[config.mk]
export PLATFORM = sky130hd
export DESIGN_NAME = axil_led_slave
export DESIGN_NICKNAME = d
export VERILOG_FILES = /design/src/rtl/axil_led_slave.sv
export SDC_FILE = /design/constraint.sdc
export NUM_CORES = 1
export LEC_CHECK = 0
export CORE_MARGIN = 4
export CORE_UTILIZATION = 36
export DETAILED_ROUTE_END_ITERATION = 8
export PLACE_DENSITY = 0.8
export SYNTH_ARGS = -nofsm -noshare
export SYNTH_HDL_FRONTEND = slang
export SYNTH_SLANG_ARGS = --single-unit
export TNS_END_PERCENT = 50
[constraint.sdc]
create_clock -name clk_i -period 2.74 [get_ports clk_i]
set_input_delay 0.274 -clock clk_i [delete_from_list [all_inputs] [get_ports clk_i]]
set_output_delay 0.274 -clock clk_i [all_outputs]
set_load 0.005 [all_outputs]
[src/rtl/axil_led_slave.sv]
// AXI4-Lite LED peripheral: LED_OUT plus SET/CLR/TGL aliases and an ID register.
// Define LED_BLINK_EN to add BLINK_MASK/BLINK_PERIOD and a hardware blinker.
//
// Ports:
//   clk_i, rst_i           clock, asynchronous active-high reset
//   s_aw*/s_w*/s_b*        AXI4-Lite write address, data and response channels
//   s_ar*/s_r*             AXI4-Lite read address and data channels
//   led_o                  LED drive, taken straight from registers
module axil_led_slave #(
    parameter int unsigned NUM_LEDS_p  = 8,
    parameter logic [31:0] LED_RESET_p = 32'h0000_0000,
    parameter logic [31:0] ID_VALUE_p  = 32'h4C45_4401
) (
    input  logic                  clk_i,
    input  logic                  rst_i,
    input  logic [31:0]           s_awaddr_i,
    input  logic                  s_awvalid_i,
    output logic                  s_awready_o,
    input  logic [31:0]           s_wdata_i,
    input  logic [3:0]            s_wstrb_i,
    input  logic                  s_wvalid_i,
    output logic                  s_wready_o,
    output logic [1:0]            s_bresp_o,
    output logic                  s_bvalid_o,
    input  logic                  s_bready_i,
    input  logic [31:0]           s_araddr_i,
    input  logic                  s_arvalid_i,
    output logic                  s_arready_o,
    output logic [31:0]           s_rdata_o,
    output logic [1:0]            s_rresp_o,
    output logic                  s_rvalid_o,
    input  logic                  s_rready_i,
    output logic [NUM_LEDS_p-1:0] led_o
);

    localparam logic [0:0] W_IDLE = 1'b0;
    localparam logic [0:0] W_RESP = 1'b1;
    localparam logic [0:0] R_IDLE = 1'b0;
    localparam logic [0:0] R_RESP = 1'b1;

    localparam logic [9:0] OFF_OUT = 10'd0;
    localparam logic [9:0] OFF_SET = 10'd1;
    localparam logic [9:0] OFF_CLR = 10'd2;
    localparam logic [9:0] OFF_TGL = 10'd3;
    localparam logic [9:0] OFF_ID  = 10'd4;
`ifdef LED_BLINK_EN
    localparam logic [9:0] OFF_BMASK = 10'd5;
    localparam logic [9:0] OFF_BPER  = 10'd6;
`endif

    localparam logic [1:0] RESP_OKAY   = 2'b00;
    localparam logic [1:0] RESP_SLVERR = 2'b10;

    logic [0:0]            wstate_q, wstate_d;
    logic                  aw_held_q, aw_held_d;
    logic [9:0]            awoff_q, awoff_d;
    logic                  w_held_q, w_held_d;
    logic [31:0]           wdata_q, wdata_d;
    logic [3:0]            wstrb_q, wstrb_d;
    logic [1:0]            bresp_q, bresp_d;
    logic [NUM_LEDS_p-1:0] led_q, led_d;
    logic [0:0]            rstate_q, rstate_d;
    logic [31:0]           rdata_q, rdata_d;
    logic [1:0]            rresp_q, rresp_d;

    logic        aw_hs, w_hs, commit;
    logic [9:0]  wr_off;
    logic [31:0] wr_data, bmask, masked;
    logic [31:0] led32, led_nx;
    logic [31:0] rd_data;
    logic [1:0]  rd_resp;

`ifdef LED_BLINK_EN
    logic [NUM_LEDS_p-1:0] blmask_q, blmask_d;
    logic [31:0]           bper_q, bper_d;
    logic [31:0]           cnt_q, cnt_d;
    logic                  phase_q, phase_d;
    logic                  bper_wr;
    logic [31:0]           blmask32, blmask_nx;
`endif

    assign s_awready_o = (wstate_q == W_IDLE) && !aw_held_q;
    assign s_wready_o  = (wstate_q == W_IDLE) && !w_held_q;
    assign s_bvalid_o  = (wstate_q == W_RESP);
    assign s_bresp_o   = bresp_q;
    assign s_arready_o = (rstate_q == R_IDLE);
    assign s_rvalid_o  = (rstate_q == R_RESP);
    assign s_rdata_o   = rdata_q;
    assign s_rresp_o   = rresp_q;

    assign aw_hs  = s_awvalid_i && s_awready_o;
    assign w_hs   = s_wvalid_i && s_wready_o;
    assign commit = (wstate_q == W_IDLE)
                    && (aw_held_q || aw_hs)
                    && (w_held_q || w_hs);

    // A channel handshaking on the commit edge has not been latched yet,
    // so take it straight from the bus.
    assign wr_off  = aw_hs ? s_awaddr_i[11:2] : awoff_q;
    assign wr_data = w_hs ? s_wdata_i : wdata_q;

    always_comb begin
        bmask = '0;
        for (int i = 0; i < 4; i++) begin
            bmask[8*i +: 8] = {8{w_hs ? s_wstrb_i[i] : wstrb_q[i]}};
        end
    end

    assign masked = wr_data & bmask;

    // Zero-extended views so bits above NUM_LEDS_p read as 0.
    always_comb begin
        led32 = '0;
        led32[NUM_LEDS_p-1:0] = led_q;
    end

`ifdef LED_BLINK_EN
    always_comb begin
        blmask32 = '0;
        blmask32[NUM_LEDS_p-1:0] = blmask_q;
    end
`endif

    always_comb begin
        wstate_d  = wstate_q;
        aw_held_d = aw_held_q;
        awoff_d   = awoff_q;
        w_held_d  = w_held_q;
        wdata_d   = wdata_q;
        wstrb_d   = wstrb_q;
        bresp_d   = bresp_q;
        led_nx    = led32;
`ifdef LED_BLINK_EN
        blmask_nx = blmask32;
        bper_d    = bper_q;
        bper_wr   = 1'b0;
`endif
        unique case (wstate_q)
            W_IDLE: begin
                if (commit) begin
                    aw_held_d = 1'b0;
                    w_held_d  = 1'b0;
                    wstate_d  = W_RESP;
                    bresp_d   = RESP_OKAY;
                    case (wr_off)
                        OFF_OUT: led_nx = (led32 & ~bmask) | masked;
                        OFF_SET: led_nx = led32 | masked;
                        OFF_CLR: led_nx = led32 & ~masked;
                        OFF_TGL: led_nx = led32 ^ masked;
                        OFF_ID:  ;
`ifdef LED_BLINK_EN
                        OFF_BMASK: blmask_nx = (blmask32 & ~bmask) | masked;
                        OFF_BPER: begin
                            bper_d  = (bper_q & ~bmask) | masked;
                            bper_wr = 1'b1;
                        end
`endif
                        default: bresp_d = RESP_SLVERR;
                    endcase
                end else begin
                    if (aw_hs) begin
                        aw_held_d = 1'b1;
                        awoff_d   = s_awaddr_i[11:2];
                    end
                    if (w_hs) begin
                        w_held_d = 1'b1;
                        wdata_d  = s_wdata_i;
                        wstrb_d  = s_wstrb_i;
                    end
                end
            end
            W_RESP: begin
                if (s_bready_i) wstate_d = W_IDLE;
            end
            default: wstate_d = W_IDLE;
        endcase
        led_d = led_nx[NUM_LEDS_p-1:0];
`ifdef LED_BLINK_EN
        blmask_d = blmask_nx[NUM_LEDS_p-1:0];
`endif
    end

    always_comb begin
        rd_data = '0;
        rd_resp = RESP_OKAY;
        case (s_araddr_i[11:2])
            OFF_OUT: rd_data = led32;
            OFF_SET, OFF_CLR, OFF_TGL: ;
            OFF_ID:  rd_data = ID_VALUE_p;
`ifdef LED_BLINK_EN
            OFF_BMASK: rd_data = blmask32;
            OFF_BPER:  rd_data = bper_q;
`endif
            default: rd_resp = RESP_SLVERR;
        endcase
    end

    always_comb begin
        rstate_d = rstate_q;
        rdata_d  = rdata_q;
        rresp_d  = rresp_q;
        unique case (rstate_q)
            R_IDLE: begin
                if (s_arvalid_i) begin
                    rdata_d  = rd_data;
                    rresp_d  = rd_resp;
                    rstate_d = R_RESP;
                end
            end
            R_RESP: begin
                if (s_rready_i) rstate_d = R_IDLE;
            end
            default: rstate_d = R_IDLE;
        endcase
    end

    always_ff @(posedge clk_i or posedge rst_i) begin
        if (rst_i) begin
            wstate_q  <= W_IDLE;
            aw_held_q <= 1'b0;
            awoff_q   <= '0;
            w_held_q  <= 1'b0;
            wdata_q   <= '0;
            wstrb_q   <= '0;
            bresp_q   <= RESP_OKAY;
            led_q     <= LED_RESET_p[NUM_LEDS_p-1:0];
            rstate_q  <= R_IDLE;
            rdata_q   <= '0;
            rresp_q   <= RESP_OKAY;
        end else begin
            wstate_q  <= wstate_d;
            aw_held_q <= aw_held_d;
            awoff_q   <= awoff_d;
            w_held_q  <= w_held_d;
            wdata_q   <= wdata_d;
            wstrb_q   <= wstrb_d;
            bresp_q   <= bresp_d;
            led_q     <= led_d;
            rstate_q  <= rstate_d;
            rdata_q   <= rdata_d;
            rresp_q   <= rresp_d;
        end
    end

`ifdef LED_BLINK_EN
    // A period write restarts the blink cycle from phase 0.
    always_comb begin
        cnt_d   = cnt_q;
        phase_d = phase_q;
        if (bper_wr || bper_q == 32'd0) begin
            cnt_d   = '0;
            phase_d = 1'b0;
        end else if (cnt_q == bper_q - 32'd1) begin
            cnt_d   = '0;
            phase_d = !phase_q;
        end else begin
            cnt_d = cnt_q + 32'd1;
        end
    end

    always_ff @(posedge clk_i or posedge rst_i) begin
        if (rst_i) begin
            blmask_q <= '0;
            bper_q   <= '0;
            cnt_q    <= '0;
            phase_q  <= 1'b0;
        end else begin
            blmask_q <= blmask_d;
            bper_q   <= bper_d;
            cnt_q    <= cnt_d;
            phase_q  <= phase_d;
        end
    end

    assign led_o = led_q ^ (blmask_q & {NUM_LEDS_p{phase_q}});

    logic unused_bits;
    assign unused_bits = ^{s_awaddr_i[31:12], s_awaddr_i[1:0],
                           s_araddr_i[31:12], s_araddr_i[1:0],
                           led_nx, blmask_nx};
`else
    assign led_o = led_q;

    logic unused_bits;
    assign unused_bits = ^{s_awaddr_i[31:12], s_awaddr_i[1:0],
                           s_araddr_i[31:12], s_araddr_i[1:0],
                           led_nx};
`endif

endmodule

==> flow_metrics.tcl <==
set metrics [dict create \
    final_layout_size_suffix_gt1_frac 0.163 \
    cts_hold_buf 0 \
    fmax_ghz 0.450 \
    setup_viol 0 \
    netlist_area_um2 2380 \
    max-cap-violations 0 \
    relSlewSlack 0.411 \
    finalSetupTns_ns 0 \
    ys_ff_latch 42 \
    io_pins 156 \
    cts_buffers 5 \
    hold_ws_ns 0.364 \
    hold_class "in -> async" \
    yosys_warnings 0 \
    path_max_fanout 11 \
    nets 404 \
    post-place-ws_ns 0.289 \
    clock_latency_ns 0.29 \
    track_usage 0.133 \
    period_share 0.812 \
    start_util 0.373 \
    io_buffers 66 \
    vias_per_cell 4.86 \
    wirelength_um 5200 \
    worstSetupPathType "reg -> reg" \
    drt_iter0_markers 109 \
    syn_area_per_cell_um2 10.6 \
    final_max_slew_viol_count 0 \
    reg2reg_slack_ns 0.52 \
    fin_ws_ns 0.516 \
    crit_required_ns 2.95 \
    area_growth_pct 31.2 \
    grt_pass1_wl_um 8290 \
    num_vias 1778 \
    yosysSeqAreaShare 0.441 \
    r2r_cells 8 \
    grt_antenna_before_repair 0 \
    post_cts.repair.setup_buffers 0 \
    clock-root-buffer "clkbuf_8" \
    place_congestion 0.707 \
    wire_per_inst_um 14.2 \
    cts_max_path_buffers 2 \
    min_period_ns 2.22 \
    clock_skew_ns 0.00700 \
    grt-ovfl-total 0 \
    fp.dieH_um 89.4 \
    yosysTopAreaCell "dfrtp_1" \
    p_leak_nw 1.32 \
    syn_inst 224 \
    hold_viol_final 0 \
    status "complete, no violations" \
    h-tree-depth 2 \
    dieWidth_um 89.4 \
    grt_max_degree 26 \
    synthDistinctLibCells 39 \
    crit_arrival_ns 2.43 \
    clock-sinks 42 \
    drc 0 \
    cts_tree "built" \
    vdd_ir_drop_max_mv 0.445 \
    first_global_vias 1802 \
    place_hpwl_um 3970 \
    antennaDiodeCount 0 \
    ys_top_cells_by_area "dfrtp_1, mux2_2, buf_4" \
    endpoint_kind "register" \
    clkTransAtPathRegs_ns 0.08 \
    p_per_area_nw_per_um2 862 \
    ant_nets 0 \
    cts_resized 0 \
    dieArea_um2 7990 \
    tightest_slew_ns 0.877 \
    power.total_mw 2.70 \
    rsz0062_at_grt "no" \
    core.rowCount 29 \
    drtPass1Iterations 4 \
    cp-start-kind "register" \
    core_area_um2 6390 \
    yosysTopAreaCellShare 0.441 \
    final_util 0.490 \
]
## layout by cell type, fill, tap and decap left out, drive strengths merged, types with 8 or more instances in the layout
cell type and instances:
clkdlybuf4s50 66, conb 18, dfrtp 42, ha 8, mux2 22, mux2i 10
nand2 10, nor2 18, o21ai 22
## report_power, final
part	switching, mW	internal [mW]
registers	0.165	0.832
logic	0.549	0.646
clock network	0.212	0.292
## cell type report
type	instances	area, um2
Sequential cell	42	1050
Timing Repair Buffer	73	713
Clock inverter	1	30.0
Tap cell	77	96.3
Multi-Input combinational cell	161	1130
Clock buffer	6	82.6
Fill cell	580	3260
Inverter	6	22.5
## final timing paths
check,to,startpoint
setup reg to reg,led_o[5],s_bvalid_o
hold reg to reg,s_rdata_o[0],s_rdata_o[0]
max in group asynchronous,awoff_q[5],rst_i
hold / removal,s_rvalid_o,rst_i
setup / recovery,led_o[5],s_bvalid_o
min in group clk_i,s_rdata_o[0],s_rdata_o[0]
## layer usage
layer	GRT usage	part of all wire	vias to the layer above
met1	0.166	0.43	826
met5	0	0	-
li1	-	-	881
met3	0.0350	0.084	5
met4	0.0406	0.0089	0
met2	0.227	0.47	66
## cells by family after synthesis
family,after synthesis,share of synthesized area
buffers and inverters,38,0.111
other,1,0.00157
AND/OR/NAND/NOR,51,0.115
AO/OA/AOI/OAI,52,0.142
adder cells (fa/ha/maj),8,0.0420
multiplexers,32,0.148
flip-flops,42,0.441
## state kept, by name (all words and copies together) (netlist names)
signal and flops:
s_rvalid_o 1, wstrb_q 1, wdata_q 8, led_o 8, s_rdata_o 9, s_bresp_o 1
awoff_q 10, aw_held_q 1, w_held_q 1, s_rresp_o 1, s_bvalid_o 1
## worst max-delay path, cell delays in order, from the launching register on
cell     delay [ns]
dfrtp_1        0.51
nor3b_2        0.22
buf_4          0.22
mux2i_1        0.39
or2_2          0.18
ha_1           0.21
mux2i_1        0.12
o21ai_0        0.08
o21ai_0        0.19
## through the flow
stage / area, um2 / instances
final: 3130 / 366
after global routing: 3130 / 366
after CTS: 3130 / 366
after detailed placement: 3010 / 359
after global placement: 3010 / 359
after floorplan: 2450 / 241
## cell usage after synthesis
library cell	count
a211oi_1	5
a21boi_2	1
a21o_1	1
a21oi_1	5
a22o_1	7
a31oi_1	1
and2_1	6
and3_1	1
buf_2	2
buf_4	26
buf_6	3
clkbuf_1	1
conb_1	1
dfrtp_1	42
ha_1	8
inv_1	6
mux2_2	22
mux2i_1	9
mux2i_2	1
nand2_1	10
nand3_1	1
nand4_1	1
nor2_1	17
nor2_2	1
nor2b_1	1
nor3_1	3
nor3_2	1
nor3b_2	1
nor3b_4	1
nor4_1	2
o211ai_2	1
o21a_1	1
o21ai_0	22
o21bai_1	1
o22ai_1	1
o31ai_1	6
or2_2	3
or3_1	1
or4_4	1
Note: power is estimated with default switching activity, not from simulation.
